## src/rtl/dcache_ctrl_pkg.sv

```systemverilog
`default_nettype none
// ============================================================================
// dcache_ctrl_pkg : shared constants and state encoding for the data cache
// Rev 1.0
// ============================================================================
package dcache_ctrl_pkg;

    localparam int DCACHE_LINES      = 4;
    localparam int DCACHE_INDEX_W    = $clog2(DCACHE_LINES);
    localparam int DCACHE_WORD_W     = 32;
    localparam int DCACHE_ADDR_W     = 32;
    localparam int DCACHE_LINE_W     = 128;
    localparam int DCACHE_WORD_SEL_W = $clog2(DCACHE_LINE_W / DCACHE_WORD_W);

    typedef enum logic [1:0] {
        DC_IDLE      = 2'd0,
        DC_WRITEBACK = 2'd1,
        DC_FILL      = 2'd2,
        DC_RESPOND   = 2'd3
    } dc_state_t;

endpackage : dcache_ctrl_pkg
`default_nettype wire

```

## src/rtl/dcache_ctrl_if.sv

```systemverilog
`default_nettype none
// ============================================================================
// dcache_ctrl_if : load/drain-write requester side plus line-wide memory side
// Rev 1.0
// ============================================================================
interface dcache_ctrl_if
    import dcache_ctrl_pkg::*;
#(
    parameter int ADDR_W = DCACHE_ADDR_W,
    parameter int WORD_W = DCACHE_WORD_W,
    parameter int LINE_W = DCACHE_LINE_W
);
    logic              rd_req;
    logic [ADDR_W-1:0] rd_addr;
    logic [WORD_W-1:0] rd_data;
    logic              rd_valid;
    logic              wr_req;
    logic [ADDR_W-1:0] wr_addr;
    logic [WORD_W-1:0] wr_data;
    logic              wr_done;
    logic              stall;
    logic              mem_req;
    logic              mem_we;
    logic [ADDR_W-1:0] mem_addr;
    logic [LINE_W-1:0] mem_wdata;
    logic [LINE_W-1:0] mem_rdata;
    logic              mem_ready;

    // The cache itself is the slave; pipeline, store buffer and memory together form the master.
    modport slave (
        input  rd_req, rd_addr, wr_req, wr_addr, wr_data, mem_rdata, mem_ready,
        output rd_data, rd_valid, wr_done, stall, mem_req, mem_we, mem_addr, mem_wdata
    );

    modport master (
        output rd_req, rd_addr, wr_req, wr_addr, wr_data, mem_rdata, mem_ready,
        input  rd_data, rd_valid, wr_done, stall, mem_req, mem_we, mem_addr, mem_wdata
    );

endinterface : dcache_ctrl_if
`default_nettype wire

```

## src/rtl/dcache_array.sv

```systemverilog
`default_nettype none
// ============================================================================
// dcache_array : tag/valid/dirty/data storage with combinational lookup
// Rev 1.0
// ============================================================================
module dcache_array #(
    parameter int LINES   = 4,
    parameter int WORD_W  = 32,
    parameter int LINE_W  = 128,
    parameter int TAG_W   = 26,
    parameter int INDEX_W = $clog2(LINES),
    parameter int WSEL_W  = $clog2(LINE_W / WORD_W)
) (
    input  wire logic               clk,
    input  wire logic               rst,
    input  wire logic [INDEX_W-1:0] index,
    input  wire logic [TAG_W-1:0]   tag,
    output logic                    hit,
    output logic                    victim_dirty,
    output logic [TAG_W-1:0]        victim_tag,
    output logic [LINE_W-1:0]       line_out,
    input  wire logic               word_we,
    input  wire logic [WSEL_W-1:0]  word_sel,
    input  wire logic [WORD_W-1:0]  word_data,
    input  wire logic               install,
    input  wire logic [LINE_W-1:0]  install_line,
    input  wire logic               clr_dirty
);

    logic [LINE_W-1:0] r_data [LINES];
    logic [TAG_W-1:0]  r_tag  [LINES];
    logic [LINES-1:0]  r_valid;
    logic [LINES-1:0]  r_dirty;

    assign hit          = r_valid[index] && (r_tag[index] == tag);
    assign victim_dirty = r_valid[index] && r_dirty[index];
    assign victim_tag   = r_tag[index];
    assign line_out     = r_data[index];

    // Payload storage carries no reset; only the valid/dirty bits gate its use.
    always_ff @(posedge clk) begin
        if (install) begin
            r_data[index] <= install_line;
            r_tag[index]  <= tag;
        end else if (word_we) begin
            r_data[index][word_sel*WORD_W +: WORD_W] <= word_data;
        end
    end

    always_ff @(posedge clk or negedge rst) begin
        if (!rst) begin
            r_valid <= '0;
            r_dirty <= '0;
        end else if (install) begin
            r_valid[index] <= 1'b1;
            r_dirty[index] <= 1'b0;
        end else if (word_we) begin
            r_dirty[index] <= 1'b1;
        end else if (clr_dirty) begin
            r_dirty[index] <= 1'b0;
        end
    end

endmodule : dcache_array
`default_nettype wire

```

## src/rtl/dcache_ctrl.sv

```systemverilog
`default_nettype none
// ============================================================================
// dcache_ctrl : direct-mapped write-back write-allocate data cache controller
// Rev 1.0
// ============================================================================
module dcache_ctrl
    import dcache_ctrl_pkg::*;
#(
    parameter int LINES  = DCACHE_LINES,
    parameter int WORD_W = DCACHE_WORD_W,
    parameter int ADDR_W = DCACHE_ADDR_W,
    parameter int LINE_W = DCACHE_LINE_W
) (
    input  wire logic    clk,
    input  wire logic    rst,
    dcache_ctrl_if.slave bus
);

    localparam int INDEX_W = $clog2(LINES);
    localparam int WSEL_W  = $clog2(LINE_W / WORD_W);
    localparam int BYTE_W  = $clog2(WORD_W / 8);
    localparam int OFF_W   = $clog2(LINE_W / 8);
    localparam int TAG_W   = ADDR_W - OFF_W - INDEX_W;

    dc_state_t         r_state;
    logic              r_is_rd;
    logic [WORD_W-1:0] r_rd_data;
    logic              r_rd_valid;
    logic              r_wr_done;
    logic              r_mem_req;
    logic              r_mem_we;
    logic [ADDR_W-1:0] r_mem_addr;
    logic [LINE_W-1:0] r_mem_wdata;

    logic              w_sel_rd;
    logic [ADDR_W-1:0] w_addr;
    logic [ADDR_W-1:0] w_line_addr;
    logic [INDEX_W-1:0] w_index;
    logic [TAG_W-1:0]  w_tag;
    logic [WSEL_W-1:0] w_wsel;
    logic [WORD_W-1:0] w_word;
    logic              w_hit;
    logic              w_victim_dirty;
    logic [TAG_W-1:0]  w_victim_tag;
    logic [LINE_W-1:0] w_line;
    logic              w_word_we;
    logic              w_install;
    logic              w_clr_dirty;
    logic              w_unused_byte;

    // Arbitration picks the read in IDLE; afterwards the latched choice keeps the address steady.
    assign w_sel_rd      = (r_state == DC_IDLE) ? bus.rd_req : r_is_rd;
    assign w_addr        = w_sel_rd ? bus.rd_addr : bus.wr_addr;
    assign w_line_addr   = {w_addr[ADDR_W-1:OFF_W], {OFF_W{1'b0}}};
    assign w_index       = w_addr[OFF_W +: INDEX_W];
    assign w_tag         = w_addr[ADDR_W-1 -: TAG_W];
    assign w_wsel        = w_addr[BYTE_W +: WSEL_W];
    assign w_word        = w_line[w_wsel*WORD_W +: WORD_W];
    assign w_unused_byte = ^w_addr[BYTE_W-1:0];

    assign w_word_we   = (r_state == DC_IDLE) && !bus.rd_req && bus.wr_req && w_hit;
    assign w_install   = (r_state == DC_FILL) && r_mem_req && bus.mem_ready;
    assign w_clr_dirty = (r_state == DC_WRITEBACK) && bus.mem_ready;

    dcache_array #(
        .LINES   (LINES),
        .WORD_W  (WORD_W),
        .LINE_W  (LINE_W),
        .TAG_W   (TAG_W),
        .INDEX_W (INDEX_W),
        .WSEL_W  (WSEL_W)
    ) u_array (
        .clk          (clk),
        .rst          (rst),
        .index        (w_index),
        .tag          (w_tag),
        .hit          (w_hit),
        .victim_dirty (w_victim_dirty),
        .victim_tag   (w_victim_tag),
        .line_out     (w_line),
        .word_we      (w_word_we),
        .word_sel     (w_wsel),
        .word_data    (bus.wr_data),
        .install      (w_install),
        .install_line (bus.mem_rdata),
        .clr_dirty    (w_clr_dirty)
    );

    always_ff @(posedge clk or negedge rst) begin
        if (!rst) begin
            r_state     <= DC_IDLE;
            r_is_rd     <= 1'b0;
            r_rd_data   <= '0;
            r_rd_valid  <= 1'b0;
            r_wr_done   <= 1'b0;
            r_mem_req   <= 1'b0;
            r_mem_we    <= 1'b0;
            r_mem_addr  <= '0;
            r_mem_wdata <= '0;
        end else begin
            case (r_state)
                DC_IDLE: begin
                    if (bus.rd_req || bus.wr_req) begin
                        r_is_rd <= bus.rd_req;
                        if (w_hit) begin
                            r_state    <= DC_RESPOND;
                            r_rd_valid <= bus.rd_req;
                            r_wr_done  <= !bus.rd_req;
                            if (bus.rd_req) begin
                                r_rd_data <= w_word;
                            end
                        end else if (w_victim_dirty) begin
                            r_state     <= DC_WRITEBACK;
                            r_mem_req   <= 1'b1;
                            r_mem_we    <= 1'b1;
                            r_mem_addr  <= {w_victim_tag, w_index, {OFF_W{1'b0}}};
                            r_mem_wdata <= w_line;
                        end else begin
                            r_state    <= DC_FILL;
                            r_mem_req  <= 1'b1;
                            r_mem_we   <= 1'b0;
                            r_mem_addr <= w_line_addr;
                        end
                    end
                end
                DC_WRITEBACK: begin
                    // Drop the request for one cycle so each memory transaction has a clean start.
                    if (bus.mem_ready) begin
                        r_state    <= DC_FILL;
                        r_mem_req  <= 1'b0;
                        r_mem_we   <= 1'b0;
                        r_mem_addr <= w_line_addr;
                    end
                end
                DC_FILL: begin
                    if (w_install) begin
                        r_state   <= DC_IDLE;
                        r_mem_req <= 1'b0;
                    end else begin
                        r_mem_req <= 1'b1;
                    end
                end
                DC_RESPOND: begin
                    r_state    <= DC_IDLE;
                    r_rd_valid <= 1'b0;
                    r_wr_done  <= 1'b0;
                end
                default: begin
                    r_state <= DC_IDLE;
                end
            endcase
        end
    end

    assign bus.rd_data   = r_rd_data;
    assign bus.rd_valid  = r_rd_valid;
    assign bus.wr_done   = r_wr_done;
    assign bus.mem_req   = r_mem_req;
    assign bus.mem_we    = r_mem_we;
    assign bus.mem_addr  = r_mem_addr;
    assign bus.mem_wdata = r_mem_wdata;
    assign bus.stall     = rst && bus.rd_req && !r_rd_valid;

endmodule : dcache_ctrl
`default_nettype wire
```

## src/flat_wrapper.sv

```systemverilog
// flat-port wrapper written by rule: the top's interface ports become plain ports
module dcache_ctrl_flat import dcache_ctrl_pkg::*;
#(
    parameter int LINES  = DCACHE_LINES,
    parameter int WORD_W = DCACHE_WORD_W,
    parameter int ADDR_W = DCACHE_ADDR_W,
    parameter int LINE_W = DCACHE_LINE_W
)
  (clk, rst, bus_rd_req, bus_rd_addr, bus_wr_req, bus_wr_addr, bus_wr_data, bus_mem_rdata, bus_mem_ready, bus_rd_data, bus_rd_valid, bus_wr_done, bus_stall, bus_mem_req, bus_mem_we, bus_mem_addr, bus_mem_wdata);
  dcache_ctrl_if #(.ADDR_W(ADDR_W), .WORD_W(WORD_W), .LINE_W(LINE_W)) bus_i ();
  input  wire logic clk;
  input  wire logic rst;
  input wire logic [$bits(bus_i.rd_req)-1:0] bus_rd_req;
  input wire logic [$bits(bus_i.rd_addr)-1:0] bus_rd_addr;
  input wire logic [$bits(bus_i.wr_req)-1:0] bus_wr_req;
  input wire logic [$bits(bus_i.wr_addr)-1:0] bus_wr_addr;
  input wire logic [$bits(bus_i.wr_data)-1:0] bus_wr_data;
  input wire logic [$bits(bus_i.mem_rdata)-1:0] bus_mem_rdata;
  input wire logic [$bits(bus_i.mem_ready)-1:0] bus_mem_ready;
  output wire logic [$bits(bus_i.rd_data)-1:0] bus_rd_data;
  output wire logic [$bits(bus_i.rd_valid)-1:0] bus_rd_valid;
  output wire logic [$bits(bus_i.wr_done)-1:0] bus_wr_done;
  output wire logic [$bits(bus_i.stall)-1:0] bus_stall;
  output wire logic [$bits(bus_i.mem_req)-1:0] bus_mem_req;
  output wire logic [$bits(bus_i.mem_we)-1:0] bus_mem_we;
  output wire logic [$bits(bus_i.mem_addr)-1:0] bus_mem_addr;
  output wire logic [$bits(bus_i.mem_wdata)-1:0] bus_mem_wdata;
  assign bus_i.rd_req = bus_rd_req;
  assign bus_i.rd_addr = bus_rd_addr;
  assign bus_i.wr_req = bus_wr_req;
  assign bus_i.wr_addr = bus_wr_addr;
  assign bus_i.wr_data = bus_wr_data;
  assign bus_i.mem_rdata = bus_mem_rdata;
  assign bus_i.mem_ready = bus_mem_ready;
  assign bus_rd_data = bus_i.rd_data;
  assign bus_rd_valid = bus_i.rd_valid;
  assign bus_wr_done = bus_i.wr_done;
  assign bus_stall = bus_i.stall;
  assign bus_mem_req = bus_i.mem_req;
  assign bus_mem_we = bus_i.mem_we;
  assign bus_mem_addr = bus_i.mem_addr;
  assign bus_mem_wdata = bus_i.mem_wdata;
  dcache_ctrl #(.LINES(LINES), .WORD_W(WORD_W), .ADDR_W(ADDR_W), .LINE_W(LINE_W)) u_core (.clk(clk), .rst(rst), .bus(bus_i));
endmodule
```

## config.mk

```make
export PLATFORM = sky130hd
export DESIGN_NAME = dcache_ctrl_flat
export DESIGN_NICKNAME = d
export VERILOG_FILES = /design/src/rtl/dcache_ctrl_pkg.sv /design/src/rtl/dcache_ctrl_if.sv /design/src/rtl/dcache_array.sv /design/src/rtl/dcache_ctrl.sv /design/src/flat_wrapper.sv
export SDC_FILE = /design/constraint.sdc
export NUM_CORES = 1
export LEC_CHECK = 0
export ABC_AREA = 1
export BUFFER_PORTS_ARGS = -buffer_cell sky130_fd_sc_hd__buf_2
export CAP_MARGIN = 20
export CORE_ASPECT_RATIO = 0.8
export CORE_MARGIN = 2
export CORE_UTILIZATION = 36
export CTS_BUF_LIST = sky130_fd_sc_hd__clkbuf_2 sky130_fd_sc_hd__clkbuf_4 sky130_fd_sc_hd__clkbuf_8
export CTS_CLUSTER_SIZE = 30
export DETAILED_ROUTE_END_ITERATION = 10
export GPL_TIMING_DRIVEN = 0
export PLACE_DENSITY = 0.64
export SLEW_MARGIN = 20
export SYNTH_ARGS = -nofsm -noshare
export SYNTH_HDL_FRONTEND = slang
export SYNTH_HIERARCHICAL = 1
export SYNTH_SLANG_ARGS = --single-unit
```

## constraint.sdc

```tcl
create_clock -name clk -period 12 [get_ports clk]
set_input_delay 1.8 -clock clk [delete_from_list [all_inputs] [get_ports clk]]
set_output_delay 1.8 -clock clk [all_outputs]
set_load 0.03 [all_outputs]
```

==> reports/summary.txt, run 1 <==
=================================================================================
Clock buffers created by TritonCTS                                            137
Delay contributed by the slowest stage of the critical path               0.99 ns
Critical path endpoint category                                              flop
Reg clk slew, reported paths                                              0.06 ns
Residual DRC count                                                              0
Unrepaired setup endpoints after global routing                                no
Pin slew with the least headroom to its limit                             1.20 ns
Crit path time final                                                      7.63 ns
Power per cell area                                                    229 nW/µm²
Multi-input gate area                                                    9400 µm²
Final worst clock skew                                                  0.0405 ns
Clock latency on the worst-skew pair                                      0.81 ns
Max-slew violation count                                                        0
Maximum fanout along the worst path                                            10
Overall Global Routing Usage                                                25.8%
Initial DRC count                                                            4274
Depth of the worst register-to-register path                                   25
Portion of synthesized cell area occupied by the leading cell type          53.5%
Post CTS Setup Buffer Count                                                     0
Number of clock sinks seen by CTS                                             819
Element type at the critical path start                                input port
Slew Limit Headroom                                                         19.2%
Post-DP Area                                                            39000 µm²
Main flop type after synthesis                                           edfxtp_1
Cell depth of the worst hold path                                               2
Number of maximum-capacitance constraint violations                             0
Capture point of the critical path                                   u_core/u_array/r_data[3][107]
PortBufs                                                                      417
Worst hold path type                                                      reg2reg
First-pass GRT wire length                                              180000 µm
Average wire per standard cell                                            25.0 µm
Netlist area before placement                                           34600 µm²
Detailed Route WL                                                       130000 µm
Antenna violation net count after detailed routing                              0
CP max stage cell                                                         o21ai_0
Average cell area after synthesis                                        10.8 µm²
Distinct cell type count after synthesis                                       37
Setup crit start                                                       bus_rd_req
Die H                                                                      281 µm
Clock Path Buffers                                                              3
Most instantiated library cell after synthesis                            nand2_1
Fin nets                                                                     4018
Floorplan core area                                                     95000 µm²
Die area                                                                98600 µm²
Post-synth top area cell                                                 edfxtp_1
Yosys warning total                                                             6
Total global routing overflow                                                   0
Result of the run                                                    finished clean
Pre-Repair DR Iteration Count                                                   8
Number of cells in the design after placement                                4932
Period utilisation layout                                                   63.5%
Critical path start-end classification                                     in2reg
Number of cells on the critical path                                           25
X dimension of the die                                                     351 µm
Sum of net half-perimeters after detailed placement                      98300 µm
Number of enable-type register cells in the synthesized netlist               616
Post-CTS Resized                                                                0
Fraction of layout instances using a drive strength above 1                 21.5%
Critical R2R Launch                                                  u_core/r_state[0]
Number of setup violations in the final report                                  0
Maximum number of pins on one net before global-route repair                   96
Part of the Yosys area used for sequential elements                         68.1%
Clk root buf                                                             clkbuf_8
Total of flip-flops plus latches after synthesis                              819
Filler instances                                                             9015
Buffers plus inverters on the worst setup path                                  8
Last weighted congestion value of the routability-driven placer              1.02
Total via count in the routed design                                        28000
Leakage component of the power                                          0.0181 µW
Worst Setup Slack post-DPL                                                4.04 ns
Post-synth top cells                                                 nand2_1, edfxtp_1, nand3_1
Sum of negative setup slack                                                  0 ns
Growth of design area from synthesis to finish                              21.3%
Top achievable clock speed                                                131 MHz
Gate family responsible for the most delay along the worst path      simple AND/OR/NAND/NOR gates
TritonCTS clock tree                                                        built
Final count of hold timing violations                                           0
Worst path setup slack after routing                                      4.37 ns
Post-Layout Inst Area                                                   42000 µm²
Layout Cells excl Fill                                                       5189
Synth async-reset ratio                                                     24.8%
Post-Route Hold Slack                                                    0.462 ns
Synth top area cells                                                 edfxtp_1, dfrtp_1, nand2_1
Hold buffers post-CTS                                                           0
Cell seen most often among critical-path stages                           nand2_1
Starting density of the core                                                36.4%
Row count                                                                     101
Arrival time worst endpoint                                               8.03 ns
Sequential Area                                                         23600 µm²
Cells after synthesis                                                        3203
Maximum VDD drop                                                         0.117 mV
Terminus of the critical flop-to-flop path                           u_core/u_array/r_data[3][107]
Required time worst endpoint                                             12.41 ns
Count of boundary I/O pins                                                    426
Ratio of routed vias to standard cells                                       5.39
Clock H-tree levels                                                             4
Initial antenna violation count                                                15
Vias in the first global route                                              26000
Reg-to-reg slack, setup                                                   4.95 ns
=================================================================================
## through the flow
stage          total power, µW  utilization [%]
2_1_floorplan             5410                -
3_3_place_gp              6750             40.3
3_5_place_dp              6850             41.1
4_1_cts                   9470             44.1
5_1_grt                   9960             44.2
6_report                  9600             44.2
## layout make-up
class | count | share of cell area, %
timing repair buffer | 439 | 6.30
tap | 1287 | 3.84
antenna | 6 | 0.0358
buffer | 197 | 2.26
clock inverter | 48 | 1.08
multi-input combinational | 1965 | 22.4
clock buffer | 203 | 5.91
sequential | 819 | 56.2
inverter | 225 | 2.02
## worst register-to-register path: stages (launching register included)
cell and delay [ns]:
dfrtp_1 0.35, buf_2 0.16, nor2_2 0.18, nand2_1 0.13, nand2_1 0.27, buf_2 0.29, mux2_2 0.39, buf_4 0.20
nand2_2 0.40, nor2_1 0.08, a21oi_1 0.18, nand2_1 0.09, nand2_1 0.06, nand2_1 0.07, nor2_1 0.10, nand3_1 0.15
nor2_1 0.25, inv_1 0.10, nor3_2 0.64, nand2_1 0.33, inv_1 0.17, nand2_1 0.35, nor2_1 0.29, inv_1 0.16
clkbuf_1 0.28, o21ai_0 1.00
## cell families after synthesis
logic type / synth area share (%)
AO/OA/AOI/OAI: 9.30
adder cells (fa/ha/maj): 0.181
buffers and inverters: 5.20
flip-flops: 68.1
multiplexers: 0.0651
other: 0.0108
AND/OR/NAND/NOR: 17.1
## how the worst min path moves through the flow
stage	slack, ns	start	to
2_1_floorplan	0.43	u_core/u_array/r_valid[1]	u_core/u_array/r_valid[1]
3_3_place_gp	0.44	u_core/u_array/r_valid[1]	u_core/u_array/r_valid[1]
3_5_place_dp	0.45	u_core/u_array/r_valid[2]	u_core/u_array/r_valid[2]
4_1_cts	0.47	u_core/u_array/r_valid[1]	u_core/u_array/r_valid[1]
5_1_grt	0.49	u_core/u_array/r_valid[0]	u_core/u_array/r_valid[0]
6_report	0.46	u_core/u_array/r_valid[1]	u_core/u_array/r_valid[1]
## cell usage in the layout (no fill, tap or decap), types with 8 or more instances in the layout
| cell type | Yosys | final |
|---|---|---|
| a22oi_1 | 209 | 209 |
| buf_1 | 9 | 9 |
| buf_12 | 0 | 8 |
| buf_16 | 0 | 14 |
| buf_2 | 111 | 527 |
| buf_4 | 11 | 11 |
| clkbuf_1 | 62 | 62 |
| clkbuf_4 | 0 | 50 |
| clkbuf_8 | 0 | 153 |
| clkinv_1 | 4 | 23 |
| clkinv_2 | 0 | 8 |
| dfrtp_1 | 203 | 203 |
| edfxtp_1 | 616 | 616 |
| inv_1 | 214 | 214 |
| nand2_1 | 1074 | 1074 |
| nand3_1 | 288 | 288 |
| nand4_1 | 18 | 18 |
| nor2_1 | 52 | 32 |
| nor2_4 | 1 | 21 |
| o211ai_1 | 26 | 26 |
| o21ai_0 | 103 | 101 |
| o21ai_1 | 122 | 124 |
| o31ai_1 | 17 | 16 |
| o41ai_1 | 16 | 16 |
## flip-flops by register name, indices dropped and copies added (netlist names), named ones only
register                count
u_core/u_array/r_data     512
u_core/bus.mem_wdata      128
u_core/u_array/r_tag      104
u_core/bus.rd_data         32
u_core/bus.mem_addr        28
u_core/u_array/r_valid      4
u_core/r_state              2
u_core/bus.mem_req          1
u_core/bus.mem_we           1
u_core/bus.rd_valid         1
u_core/bus.wr_done          1
u_core/r_is_rd              1
## layer usage
metal | wire (µm) | GRT usage, % | part of all wire, % | up-vias
met5 | 13 | 0 | 0.010 | -
li1 | - | - | - | 12300
met4 | 5050 | 10.3 | 3.9 | 2
met3 | 19300 | 9.76 | 15 | 252
met2 | 53300 | 35.6 | 41 | 1863
met1 | 51900 | 36.3 | 40 | 13500
## power breakdown
| part | total, µW | switching [µW] | internal, µW |
|---|---|---|---|
| registers | 3450 | 68.4 | 3380 |
| logic | 3510 | 2680 | 830 |
| clock network | 2630 | 1190 | 1440 |
| total | 9600 | 3940 | 5650 |
Note: power is estimated with default switching activity, not from simulation.
==> inputs of run 2 (changes only) <==
- PLACE_DENSITY: 0.64 -> 0.66
- clock period: 12 -> 6.6 ns (I/O delays scaled with it)
==> run 2 against run 1 <==
  * Sequential power rose by 82%
  * Clock power rose by 80%
  * Clock-buffer cell count fell by 1
  * Routed wire length fell by 1.1%
  * Sequential cell count did not move
  * Sequential share of layout area barely moved
  * Non-clock buffer count rose by 4
  * Critical path depth rose by 1
  * Global-route usage fell by 0.37 points
==> reports/summary.txt, run 2 (same netlist as run 1, synthesis figures left out) <==
==============================================================================
Last weighted congestion value of the routability-driven placer          0.998   -2.3%
Number of flip-flops under the largest register name                       512   unchanged
Die area                                                             98600 µm²   unchanged
Share of power burned in combinational logic                             36.6%   about the same
Sequential Area                                                      23600 µm²   unchanged
Row count                                                                  101   unchanged
CP max stage cell                                                      o21ai_1
Final Util                                                               44.2%   about the same
Clock buffers created by TritonCTS                                         136   -0.73%
Starting density of the core                                             36.4%   unchanged
Leakage component of the power                                       0.0181 µW   +0.11%
Multi-input gate area                                                 9430 µm²   +0.32%
Die H                                                                   281 µm   unchanged
Sequential share of power                                                36.2%   +0.2 points
Clock latency on the worst-skew pair                                   0.81 ns   about the same
Initial DRC count                                                         3763   -12%
Element type at the critical path start                                   flop
Number of setup violations in the final report                               0   unchanged
Maximum VDD drop                                                      0.245 mV   +110%
Top achievable clock speed                                             155 MHz
Final count of hold timing violations                                        0   unchanged
Internal power of the cells                                           10300 µW   +82%
Total global routing overflow                                                0   unchanged
Unrepaired setup endpoints after global routing                            yes
Sum of negative setup slack                                               0 ns   unchanged
PortBufs                                                                   417   unchanged
TritonCTS clock tree                                                     built
Vias in the first global route                                           25500   -1.8%
X dimension of the die                                                  351 µm   unchanged
Critical path start-end classification                                 reg2reg
Count of boundary I/O pins                                                 426   unchanged
Maximum fanout along the worst path                                         10   unchanged
Final worst clock skew                                               0.0502 ns   +0.00967 ns
Crit path time final                                                   6.43 ns
Worst path setup slack after routing                                  0.165 ns   -4.21 ns
Reg clk slew, reported paths                                           0.06 ns   about the same
Residual DRC count                                                           0   unchanged
Pre-Repair DR Iteration Count                                                6   -2
Period utilisation layout                                                97.5%
Gate family responsible for the most delay along the worst path   simple AND/OR/NAND/NOR gates
Fraction of layout instances using a drive strength above 1              21.8%   +0.25 points
Filler instances                                                          8968   -0.52%
Overall Global Routing Usage                                             25.4%   -0.37 points
Detailed Route WL                                                    128000 µm   -1.1%
Worst Setup Slack post-DPL                                           -0.556 ns   -4.59 ns
Clock share of power                                                     27.3%   about the same
Max-slew violation count                                                     0   unchanged
Fin nets                                                                  4021   +0.075%
Sum of net half-perimeters after detailed placement                   98100 µm   -0.20%
Sw Ratio                                                                 40.8%   -0.33 points
Buffers plus inverters on the worst setup path                               9   +1
Most frequent cells in the layout                                 nand2_1, edfxtp_1, buf_2
Clock H-tree levels                                                          4   unchanged
Slew Limit Headroom                                                      21.5%   +2.3 points
Clk root buf                                                          clkbuf_8
Ratio of routed vias to standard cells                                    5.38   -0.14%
Antenna violation net count after detailed routing                           0   unchanged
Required time worst endpoint                                           7.08 ns   -5.33 ns
Number of clock sinks seen by CTS                                          819   unchanged
Initial antenna violation count                                              9   -6
Growth of design area from synthesis to finish                           21.4%   about the same
Power per cell area                                                 413 nW/µm²   +81%
Cell seen most often among critical-path stages                        nand2_1
Maximum number of pins on one net before global-route repair                96   unchanged
Clock Path Buffers                                                           3   unchanged
Floorplan core area                                                  95000 µm²   unchanged
Worst hold path type                                                  in2async
Arrival time worst endpoint                                            6.92 ns   -1.11 ns
Total via count in the routed design                                     27900   -0.24%
Number of maximum-capacitance constraint violations                          0   unchanged
Pin slew with the least headroom to its limit                          1.18 ns   -0.0219 ns
Delay contributed by the slowest stage of the critical path            0.66 ns   -0.33 ns
Register containing the most flip-flops in the final layout       u_core/u_array/r_data
Most common library cell in the layout ignoring fill and taps          nand2_1
Critical path endpoint category                                           flop
Result of the run                                                 finished clean
Average wire per standard cell                                         24.7 µm   -0.97%
First-pass GRT wire length                                           177000 µm   -1.5%
Switching pwr                                                          7070 µW   +79%
==============================================================================
## run 2: cell types whose count changed in the layout (fill, tap and decap cells not counted), moves of 3 or more
cell / change
buf_4: +3
clkbuf_4: -4
clkbuf_8: +3
clkinv_1: -10
diode_2: +3
o21ai_0: -17
o21ai_1: +14
o21ai_2: +3
## run 2: stage by stage
stage / instances / hold WS [ns] / cell area (µm²) / total power, µW
after floorplan: 3206 / 0.427 / 34600 / 9840
after global placement: 4910 / 0.442 / 38300 / 12200
after detailed placement: 4932 / 0.455 / 39000 / 12400
after CTS: 5171 / 0.0126 / 41900 / 17100
after global routing: 5176 / 0.0483 / 42000 / 18000
final: 5184 / 0.0472 / 42000 / 17400
## run 2: final timing paths
check                                               start                       endpoint  slack [ns]  depth (start not counted)
worst max register to register          u_core/r_state[0]  u_core/u_array/r_data[0][109]        0.17                         26
worst min register to register  u_core/u_array/r_valid[0]      u_core/u_array/r_valid[0]        0.47                          1
worst max-delay path                    u_core/r_state[0]  u_core/u_array/r_data[0][109]        0.17                         26
max in group asynchronous                             rst        u_core/bus.mem_addr[14]        5.71                          2
min in group clk                u_core/u_array/r_valid[0]      u_core/u_array/r_valid[0]        0.47                          1
worst min-delay path                                  rst         u_core/bus.rd_data[12]        0.05                          1
## run 2: timing repair
action,in CTS,in global routing
buffers inserted,0,4
setup endpoints to repair,18,442
hold buffers,0,0
gates resized for setup,2,20
## run 2: per-layer routing
layer / vias to the layer above / wire, µm / GRT usage (%)
met5: - / 64 / 0
met3: 225 / 20500 / 11.2
met2: 1861 / 52500 / 34.9
met4: 10 / 4480 / 9.98
met1: 13500 / 50600 / 35.0
li1: 12300 / - / -
## run 2: area by class of cell
| class | instances | share of cell area, % |
|---|---|---|
| well taps | 1287 | 3.83 |
| clock inverters | 37 | 0.956 |
| flip-flops and latches | 819 | 56.1 |
| clock buffers | 202 | 5.93 |
| repair buffers | 443 | 6.37 |
| multi-input cells | 1965 | 22.4 |
| inverters | 225 | 2.02 |
| plain buffers | 197 | 2.26 |
| diodes | 9 | 0.0536 |
## run 2: power groups by stage
stage                     clock [µW]  combinational, µW  sequential, µW
after floorplan                    0               3300            6530
after global placement             0               5830            6390
after detailed placement           0               6040            6370
after CTS                       4780               6060            6270
after global routing            5000               6690            6300
final                           4730               6350            6280
